==> src/rtl/uart_loader_pkg.sv <==
// Shared types and constants for the UART frame loader.
package uart_loader_pkg;

  typedef enum logic [3:0] {
    S_IDLE,
    S_CMD,
    S_ADDR_H,
    S_ADDR_L,
    S_LEN_H,
    S_LEN_L,
    S_DATA,
    S_CSUM,
    S_WAIT
  } state_e;

  localparam logic [7:0] SYNC_BYTE = 8'hA5;
  localparam logic [7:0] CMD_WRITE = 8'h01;
  localparam logic [7:0] CMD_RUN   = 8'h02;

  localparam logic [2:0] ERR_NONE    = 3'd0;
  localparam logic [2:0] ERR_CSUM    = 3'd1;
  localparam logic [2:0] ERR_OVERRUN = 3'd2;
  localparam logic [2:0] ERR_TIMEOUT = 3'd3;
  localparam logic [2:0] ERR_BAD_CMD = 3'd4;

endpackage

==> src/rtl/uart_idle_timer.sv <==
// Inter-byte idle timer: loadable down-counter, expires after TIMEOUT_CLKS
// enabled cycles without a reload.
module uart_idle_timer #(
  parameter int unsigned TIMEOUT_CLKS = 120000
) (
  input  logic clk,
  input  logic reset,
  input  logic load,
  input  logic en,
  output logic expired
);

  localparam logic [23:0] RELOAD = 24'(TIMEOUT_CLKS - 1);

  logic [23:0] cnt_q, cnt_d;

  always_comb begin
    cnt_d = cnt_q;
    if (load)
      cnt_d = RELOAD;
    else if (en && cnt_q != 24'd0)
      cnt_d = cnt_q - 24'd1;
  end

  always_ff @(posedge clk) begin
    if (reset) cnt_q <= RELOAD;
    else       cnt_q <= cnt_d;
  end

  // Saturates at zero so an idle loader never sees a wrapped count.
  assign expired = en && (cnt_q == 24'd0);

endmodule

==> src/rtl/uart_loader.sv <==
// Frame parser behind the UART receiver: writes payload to memory, checks
// the checksum and releases the system hold on a good RUN frame.
module uart_loader
  import uart_loader_pkg::*;
#(
  parameter int unsigned ADDR_WIDTH   = 16,
  parameter int unsigned TIMEOUT_CLKS = 120000
) (
  input  logic                  clk,
  input  logic                  reset,
  input  logic                  rx_valid,
  input  logic [7:0]            rx_byte,
  output logic [ADDR_WIDTH-1:0] mem_addr,
  output logic [7:0]            mem_data,
  output logic                  mem_wr,
  input  logic                  mem_ack,
  output logic                  sys_hold,
  output logic                  done,
  output logic [2:0]            err_code
);

  state_e                state_q, state_d;
  logic                  rx_valid_q;
  logic [7:0]            addr_hi_q, addr_hi_d;
  logic [ADDR_WIDTH-1:0] addr_q, addr_d;
  logic [15:0]           len_q, len_d;
  logic [7:0]            sum_q, sum_d;
  logic                  is_run_q, is_run_d;
  logic [ADDR_WIDTH-1:0] mem_addr_q, mem_addr_d;
  logic [7:0]            mem_data_q, mem_data_d;
  logic                  mem_wr_q, mem_wr_d;
  logic                  sys_hold_q, sys_hold_d;
  logic                  done_q, done_d;
  logic [2:0]            err_q, err_d;

  logic        accept, pending, expired;
  logic [7:0]  sum_next;
  logic [15:0] len_full;

  assign accept   = rx_valid && !rx_valid_q;
  assign pending  = mem_wr_q && !mem_ack;
  assign sum_next = sum_q + rx_byte;
  assign len_full = {len_q[15:8], rx_byte};

  uart_idle_timer #(.TIMEOUT_CLKS(TIMEOUT_CLKS)) u_timer (
    .clk     (clk),
    .reset   (reset),
    .load    (accept),
    .en      (state_q != S_IDLE),
    .expired (expired)
  );

  always_comb begin
    state_d    = state_q;
    addr_hi_d  = addr_hi_q;
    addr_d     = addr_q;
    len_d      = len_q;
    sum_d      = sum_q;
    is_run_d   = is_run_q;
    mem_addr_d = mem_addr_q;
    mem_data_d = mem_data_q;
    mem_wr_d   = mem_wr_q;
    sys_hold_d = sys_hold_q;
    done_d     = 1'b0;
    err_d      = err_q;

    if (mem_wr_q && mem_ack) mem_wr_d = 1'b0;

    // Any in-flight write keeps going on timeout; only the frame is abandoned.
    if (expired && !accept) begin
      state_d = S_IDLE;
      err_d   = ERR_TIMEOUT;
    end else begin
      unique case (state_q)
        S_IDLE: if (accept && rx_byte == SYNC_BYTE) begin
          state_d = S_CMD;
          err_d   = ERR_NONE;
        end
        S_CMD: if (accept) begin
          sum_d    = rx_byte;
          is_run_d = (rx_byte == CMD_RUN);
          if (rx_byte == CMD_WRITE) begin
            sys_hold_d = 1'b1;
            state_d    = S_ADDR_H;
          end else if (rx_byte == CMD_RUN) begin
            state_d = S_ADDR_H;
          end else begin
            err_d   = ERR_BAD_CMD;
            state_d = S_IDLE;
          end
        end
        S_ADDR_H: if (accept) begin
          addr_hi_d = rx_byte;
          sum_d     = sum_next;
          state_d   = S_ADDR_L;
        end
        S_ADDR_L: if (accept) begin
          addr_d  = ADDR_WIDTH'({addr_hi_q, rx_byte});
          sum_d   = sum_next;
          state_d = S_LEN_H;
        end
        S_LEN_H: if (accept) begin
          len_d   = {rx_byte, 8'h00};
          sum_d   = sum_next;
          state_d = S_LEN_L;
        end
        S_LEN_L: if (accept) begin
          len_d = len_full;
          sum_d = sum_next;
          if (is_run_q && len_full != 16'd0) begin
            err_d   = ERR_BAD_CMD;
            state_d = S_IDLE;
          end else begin
            state_d = (len_full == 16'd0) ? S_CSUM : S_DATA;
          end
        end
        S_DATA: if (accept) begin
          if (pending) begin
            err_d   = ERR_OVERRUN;
            state_d = S_IDLE;
          end else begin
            mem_wr_d   = 1'b1;
            mem_addr_d = addr_q;
            mem_data_d = rx_byte;
            addr_d     = addr_q + ADDR_WIDTH'(1);
            sum_d      = sum_next;
            len_d      = len_q - 16'd1;
            if (len_q == 16'd1) state_d = S_CSUM;
          end
        end
        S_CSUM: if (accept) begin
          if (sum_next != 8'h00) begin
            err_d   = ERR_CSUM;
            state_d = S_IDLE;
          end else if (pending) begin
            state_d = S_WAIT;
          end else begin
            done_d  = 1'b1;
            if (is_run_q) sys_hold_d = 1'b0;
            state_d = S_IDLE;
          end
        end
        S_WAIT: begin
          // Completion is reported only once the last payload byte is in memory.
          if (accept) begin
            err_d   = ERR_OVERRUN;
            state_d = S_IDLE;
          end else if (!pending) begin
            done_d  = 1'b1;
            if (is_run_q) sys_hold_d = 1'b0;
            state_d = S_IDLE;
          end
        end
        default: state_d = S_IDLE;
      endcase
    end
  end

  always_ff @(posedge clk) begin
    if (reset) begin
      state_q    <= S_IDLE;
      rx_valid_q <= 1'b0;
      addr_hi_q  <= '0;
      addr_q     <= '0;
      len_q      <= '0;
      sum_q      <= '0;
      is_run_q   <= 1'b0;
      mem_addr_q <= '0;
      mem_data_q <= '0;
      mem_wr_q   <= 1'b0;
      sys_hold_q <= 1'b1;
      done_q     <= 1'b0;
      err_q      <= ERR_NONE;
    end else begin
      state_q    <= state_d;
      rx_valid_q <= rx_valid;
      addr_hi_q  <= addr_hi_d;
      addr_q     <= addr_d;
      len_q      <= len_d;
      sum_q      <= sum_d;
      is_run_q   <= is_run_d;
      mem_addr_q <= mem_addr_d;
      mem_data_q <= mem_data_d;
      mem_wr_q   <= mem_wr_d;
      sys_hold_q <= sys_hold_d;
      done_q     <= done_d;
      err_q      <= err_d;
    end
  end

  assign mem_addr = mem_addr_q;
  assign mem_data = mem_data_q;
  assign mem_wr   = mem_wr_q;
  assign sys_hold = sys_hold_q;
  assign done     = done_q;
  assign err_code = err_q;

endmodule

==> config.mk <==
export PLATFORM = sky130hd
export DESIGN_NAME = uart_loader
export DESIGN_NICKNAME = d
export VERILOG_FILES = /design/src/rtl/uart_loader_pkg.sv /design/src/rtl/uart_idle_timer.sv /design/src/rtl/uart_loader.sv
export SDC_FILE = /design/constraint.sdc
export NUM_CORES = 1
export LEC_CHECK = 0
export BUFFER_PORTS_ARGS = -buffer_cell sky130_fd_sc_hd__clkbuf_2
export CORE_UTILIZATION = 37
export CTS_CLUSTER_DIAMETER = 40
export DETAILED_ROUTE_END_ITERATION = 7
export MAX_ROUTING_LAYER = met4
export SLEW_MARGIN = 0
export SYNTH_ARGS = -nofsm -noshare
export SYNTH_HDL_FRONTEND = slang
export SYNTH_HIERARCHICAL = 1
export SYNTH_SLANG_ARGS = --single-unit
==> constraint.sdc <==
create_clock -name clk -period 4.9 [get_ports clk]
set_clock_uncertainty 0.15 [all_clocks]
set_input_delay 0.735 -clock clk [delete_from_list [all_inputs] [get_ports clk]]
set_output_delay 0.735 -clock clk [all_outputs]
set_load 0.05 [all_outputs]
==> out/results.ini, run 1 <==
[power]
comb_power_share = 0.041
internal_power_uw = 1320
power.share.switching = 0.224
powerDensity_nw_per_um2 = 253
share_clk_of_total_power = 0.442
p_sw_uw = 380
p_total_uw = 1700
pwr-share-seq = 0.517
leakage_uw = 0.00234
worst_vdd_rail_ir_drop_mv = 0.177

[worst_setup_path]
cp_data_arrival_time_ns = 3.13
critical_path_class = reg -> reg
timing.reg2reg.setup_slack_ns = 1.82
critical_path_launch_point_type = flop
required_ns = 4.95
crit_chain = inv_1 -> nor4_4 -> nand3_1 -> buf_4 -> nand2_1 -> a21oi_1
critical_path.max_stage_delay_ns = 0.88
cpMaxStageDelayCell = nor4_4
rr_worst_depth = 6
timing.critical_path.to_type = flop
rr_startpoint = state_q[1]
timing.critical_path.fanout_max = 23
reg2reg_to = mem_data[7]

[clocking]
path_clk_slew_ns = 0.07
cts_inserted_buffers = 9
clkLatencyLatePin_ns = 0.36
clock_tree.root_cell = clkbuf_16
clock_tree_from_tritoncts = yes
cts_max_path_buffers = 2
ctsHoldBuffers = 0
cts.sink_count = 108
cts_htree_levels = 3
cts_setup_buffers = 0
post_cts_resize_count = 0

[routing]
vias = 5593
totalWireLength_um = 15800
route.detailed.wl_per_inst_um = 15.5
iter_0_drt_violations = 387
avgViaCountPerCell = 5.49
drtPass1Iterations = 4
ant_nets = 0
drc_errors = 0

[sta]
slew_headroom = 0.251
setup_viol_count_final = 0
rsz_0062_raised_after_global_routing = no
layout_worst_path_cycle_share = 0.630
max_freq_ghz = 0.324
max_slew.worst_pin.slew_ns = 1.12
setup_tns_ns = 0
finalWorstPathRequiredPeriod_ns = 3.08
maxSlewViolCount = 0
hold-worst-slack_ns = 0.303
hold_violations = 0

[placed_design]
io_buffer_count = 41
place.detailed.hpwl_um = 10700
gp_congestion = 0.859
postPlaceCellArea_um2 = 6420

[yosys]
synth.yosys.seq_area_share = 0.352
ys_ff_latch = 108
post_synth_instance_area_um2 = 6130
post_synth_num_cell_types = 83
yosys_most_used_dff = dfxtp_1
synth-edff-count = 0
synth_async_sr_flop_share = 0
post_synthesis_area_per_instance_um2 = 7.80
synthCells = 786
synth_nets = 811
synth_warnings = 6

[die]
fp.coreArea_um2 = 16100
top_level_ports = 42
die-width_um = 131
dieHeight_um = 131
placementRows = 46
dieArea_um2 = 17100
starting_density = 0.382

[hold_path]
worst_hold_path.endpoint = mem_data[3]
hold_path.startpoint = mem_data[3]
cell_depth_of_the_worst_hold_path = 2
hold_path_class = reg -> reg

[global_routing]
first_global_vias = 4986
grt_first_pass_wirelength_um = 25800
global_route.overflow_total = 0
grt_start_max_net_pins = 83
grt_antenna_before_repair = 0
grt_util_all_layers = 0.198

[cells_and_area]
final_net_count = 825
antennaDiodeCount = 0
multiInputGateArea_um2 = 3670
share_of_cells_above_drive_strength_1 = 0.120
final_cell_area_um2 = 6720
fillers = 1681
seq_area_um2 = 2160
area_growth_pct = 9.50

[run_status]
run_status = completed

[flow_run]
max_cap_violations = 0

final cells by class:
type                            count  area share
Clock buffer                       11      0.0376
Clock inverter                      3     0.00708
Inverter                           17     0.00950
Multi-Input combinational cell    617       0.546
Sequential cell                   108       0.322
Tap cell                          216      0.0402
Timing Repair Buffer               47      0.0373
cells by family (layout without fill, tap and decap cells):
family	after synthesis	in the layout	share of synthesized area
mux	16	16	0.0265
flops	108	108	0.352
compound gates	212	212	0.220
xor+xnor	22	22	0.0314
simple gates	354	354	0.291
fa+ha+maj	13	13	0.0277
buf+inv	61	78	0.0500
layout by cell type (no fill, tap or decap), drive strengths merged, types with 8 or more instances in the layout:
cell type	n
o21ai	48
nor3	22
nand2	118
or3	12
and2	10
mux2i	14
nand4	10
nand3	24
xnor2	13
nor2b	8
nor4	10
a31oi	9
nor2	91
xor2	9
nand2b	10
a21oi	76
inv	17
a211oi	23
clkbuf	51
ha	12
dfxtp	108
flip-flops by register name, indices dropped and copies added, names as in the netlist:
name           cells
u_timer/cnt_q     24
addr_q            16
len_q             16
mem_addr          16
addr_hi_q          8
mem_data           8
sum_q              8
state_q            4
err_code           3
done               1
is_run_q           1
mem_wr             1
rx_valid_q         1
sys_hold           1
power by group through the flow:
| stage | clock [uW] | sequential [uW] | combinational [uW] |
|---|---|---|---|
| 5_1_grt | 801 | 878 | 76.6 |
| 3_5_place_dp | 0 | 898 | 69.4 |
| 4_1_cts | 774 | 878 | 69.5 |
| 3_3_place_gp | 0 | 898 | 69.4 |
| 2_1_floorplan | 0 | 898 | 47.2 |
| 6_report | 750 | 878 | 69.5 |
how the worst max path moves through the flow:
stage / slack, ns / endpoint / startpoint / depth (start not counted)
finish: 1.82 / mem_data[7] / state_q[1] / 6
CTS: 1.83 / mem_addr[3] / state_q[1] / 6
global route: 1.60 / mem_addr[2] / state_q[1] / 6
detailed placement: 1.69 / done / rx_byte[0] / 10
floorplan: 1.97 / done / rx_byte[1] / 9
global placement: 1.76 / done / rx_byte[5] / 8
worst max-delay path, delay by kind of cell, from the launching register on:
family / cells / cell delay [ns]
flip-flops: 1 / 0.79
AO/OA/AOI/OAI: 1 / 0.06
AND/OR/NAND/NOR: 3 / 1.34
buffers and inverters: 2 / 0.57
metal layers:
layer  GRT usage  vias to the layer above  wire (um)
met5           -                        -          0
met4      0.0649                        0        251
li1            -                     2851          -
met2       0.299                      127       7060
met3      0.0350                       19        692
met1       0.268                     2596       7770
per-stage QoR:
stage	worst slack, ns	util	instances
detailed placement	1.69	0.400	1005
global route	1.60	0.418	1019
global placement	1.76	0.400	1005
finish	1.82	0.418	1019
floorplan	1.97	-	786
CTS	1.83	0.418	1019
cell usage after synthesis (all sizes together), types with 13 or more instances:
cell type  count  share of area
inv           17          0.010
nand3         24          0.020
o21ai         48          0.040
a21oi         76          0.062
nor3          22          0.018
nand2        118          0.072
dfxtp        108           0.35
xnor2         13          0.019
clkbuf        36          0.032
mux2i         14          0.023
nor2          91          0.056
a211oi        23          0.031
(Power assumes the default switching activity.)
==> inputs of run 2 (changes only) <==
==> constraint.sdc (replaced) <==
create_clock -name clk -period 3.25 [get_ports clk]
set_clock_uncertainty 0.15 [all_clocks]
set_input_delay 0.4875 -clock clk [delete_from_list [all_inputs] [get_ports clk]]
set_output_delay 0.4875 -clock clk [all_outputs]
set_load 0.05 [all_outputs]
==> run 2 against run 1 <==
  * Clock-buffer cell count grew 1
  * Die area stayed put
  * Global-route usage is essentially flat
  * Power is 59% higher
  * Combinational power rose by 64%
  * Critical path depth fell by 1
  * Via count grew 0.91%
  * Fmax grew 16%
  * Worst setup slack lost 1.2 ns
  * Worst hold slack worse by 0.043 ns
  * Largest cell class unchanged
==> out/results.ini, run 2 (synthesis results as in run 1) <==
[sta]
setup_tns_ns = 0  ; unchanged
rsz_0062_raised_after_global_routing = no
layout_worst_path_cycle_share = 0.821  ; +0.192
max_freq_ghz = 0.375  ; +16%
setup_viol_count_final = 0  ; unchanged
hold-worst-slack_ns = 0.260  ; -0.0428 ns
max_slew.worst_pin.slew_ns = 1.01  ; -0.110 ns
finalWorstPathRequiredPeriod_ns = 2.67  ; -0.415 ns
hold_violations = 0  ; unchanged
maxSlewViolCount = 0  ; unchanged
slew_headroom = 0.324  ; +0.0736
fin_ws_ns = 0.581  ; -1.23 ns

[global_routing]
grt_util_all_layers = 0.198  ; about the same
grt_antenna_before_repair = 0  ; unchanged
global_route.overflow_total = 0  ; unchanged
grt_start_max_net_pins = 57  ; -31%
grt_first_pass_wirelength_um = 25700  ; -0.64%
first_global_vias = 4969  ; -0.34%

[power]
worst_vdd_rail_ir_drop_mv = 0.259  ; +46%
powerDensity_nw_per_um2 = 392  ; +55%
leakage_uw = 0.00243  ; +4.2%

[worst_setup_path]
timing.critical_path.to_type = flop
path_common_cell = or4_4
rr_startpoint = u_timer/cnt_q[5]
required_ns = 3.34  ; -1.61 ns
critical_path_launch_point_type = flop
cpMaxStageDelayCell = or4b_4
timing.critical_path.fanout_max = 6  ; -74%
crit_cells = 5  ; -1
startpoint = u_timer/cnt_q[5]
crit_chain = or4_4 -> or4_4 -> or4b_4 -> o311ai_2 -> o41ai_2
worst-path-buf-inv = 0  ; -2
timing.reg2reg.setup_slack_ns = 0.58  ; -1.23 ns
rr_worst_depth = 5  ; -1
reg2reg_to = u_timer/cnt_q[22]
cp_data_arrival_time_ns = 2.75  ; -0.38 ns
critical_path.top_delay_family = simple AND/OR/NAND/NOR gates
critical_path.max_stage_delay_ns = 0.59  ; -0.29 ns
critical_path_class = reg -> reg
crit_path_end = u_timer/cnt_q[22]

[routing]
totalWireLength_um = 16000  ; +1.3%
avgViaCountPerCell = 5.45  ; -0.74%
ant_nets = 0  ; unchanged
drtPass1Iterations = 5  ; +1
route.detailed.wl_per_inst_um = 15.4  ; -0.33%
drc_errors = 0  ; unchanged
iter_0_drt_violations = 326  ; -16%
vias = 5644  ; +0.91%

[placed_design]
place.detailed.hpwl_um = 11300  ; +4.8%
postPlaceCellArea_um2 = 6530  ; +1.8%
pre_cts_slack_ns = 0.361  ; -1.33 ns
io_buffer_count = 41  ; unchanged
gp_congestion = 0.887  ; +3.2%

[clocking]
cts.sink_count = 108  ; unchanged
clkLatencyLatePin_ns = 0.36  ; about the same
post_cts_resize_count = 0  ; unchanged
clock_tree_from_tritoncts = yes
path_clk_slew_ns = 0.07  ; about the same
cts_inserted_buffers = 9  ; unchanged
cts_htree_levels = 3  ; unchanged
ctsHoldBuffers = 0  ; unchanged
cts_setup_buffers = 0  ; unchanged
cts_max_path_buffers = 2  ; unchanged
clock_tree.root_cell = clkbuf_16

[die]
dieArea_um2 = 17100  ; unchanged
starting_density = 0.382  ; unchanged
dieHeight_um = 131  ; unchanged
die-width_um = 131  ; unchanged
placementRows = 46  ; unchanged
fp.coreArea_um2 = 16100  ; unchanged
top_level_ports = 42  ; unchanged

[cells_and_area]
antennaDiodeCount = 0  ; unchanged
largest-register = u_timer/cnt_q
finish.utilization = 0.428  ; +0.00974
largest_register_ff_count = 24  ; unchanged
final_cell_area_um2 = 6870  ; +2.3%
share_of_cells_above_drive_strength_1 = 0.138  ; +0.0183
highest_count_cells_in_the_layout_ignoring_fill_and_taps = nand2_1 (118), dfxtp_1 (108), nor2_1 (91)
final_net_count = 840  ; +1.8%
layout_commonest_cell = nand2_1
area_growth_pct = 12.1

[hold_path]
hold_path_class = in -> reg
cell_depth_of_the_worst_hold_path = 2  ; unchanged

[flow_run]
max_cap_violations = 0  ; unchanged

[run_status]
run_status = completed

## run 2: changes by cell type in the layout (fill, tap and decap cells not counted), sizes merged
cell / before / now
buf: 7 / 22
clkbuf: 51 / 52
clkinv: 2 / 1
bufinv: 1 / 2
inv: 17 / 18
## run 2: where the power goes
| group | switching [uW] | total (uW) | internal, uW |
|---|---|---|---|
| Combinational | 79.2 | 114 | 34.5 |
| Clock | 516 | 1260 | 744 |
| Sequential | 0.347 | 1320 | 1320 |
| Total | 595 | 2700 | 2100 |
## run 2: worst min path at each step
stage              endpoint  slack (ns)   startpoint
4_1_cts          rx_valid_q        0.24     rx_valid
5_1_grt          rx_valid_q        0.26     rx_valid
3_3_place_gp    mem_addr[4]        0.29  mem_addr[4]
3_5_place_dp    mem_addr[4]        0.30  mem_addr[4]
2_1_floorplan  mem_addr[14]        0.29   addr_q[14]
6_report         rx_valid_q        0.26     rx_valid
## run 2: area by class of cell
class,count,area [um^2]
sequential,108,2160
tap,216,270
fill,1666,9180
inverter,17,63.8
timing repair buffer,62,363
clock buffer,12,267
clock inverter,4,77.6
multi-input combinational,617,3670
## run 2: through the flow
| stage | instances | total power (uW) |
|---|---|---|
| final | 1036 | 2700 |
| after CTS | 1036 | 2740 |
| after global placement | 1020 | 1470 |
| after floorplan | 786 | 1430 |
| after detailed placement | 1020 | 1470 |
| after global routing | 1036 | 2790 |
## run 2: worst reg2reg max path, cell delays in order, from the launching register on
cell and delay (ns):
dfxtp_1 0.36, or4_4 0.56, or4_4 0.52, or4b_4 0.59, o311ai_2 0.26, o41ai_2 0.11
## run 2: routing by layer
metal	global-route usage	vias to the layer above	routed length, um
met5	-	-	0
met4	0.0521	0	189
met3	0.0395	13	586
met2	0.306	112	7250
met1	0.264	2638	7960
li1	-	2881	-
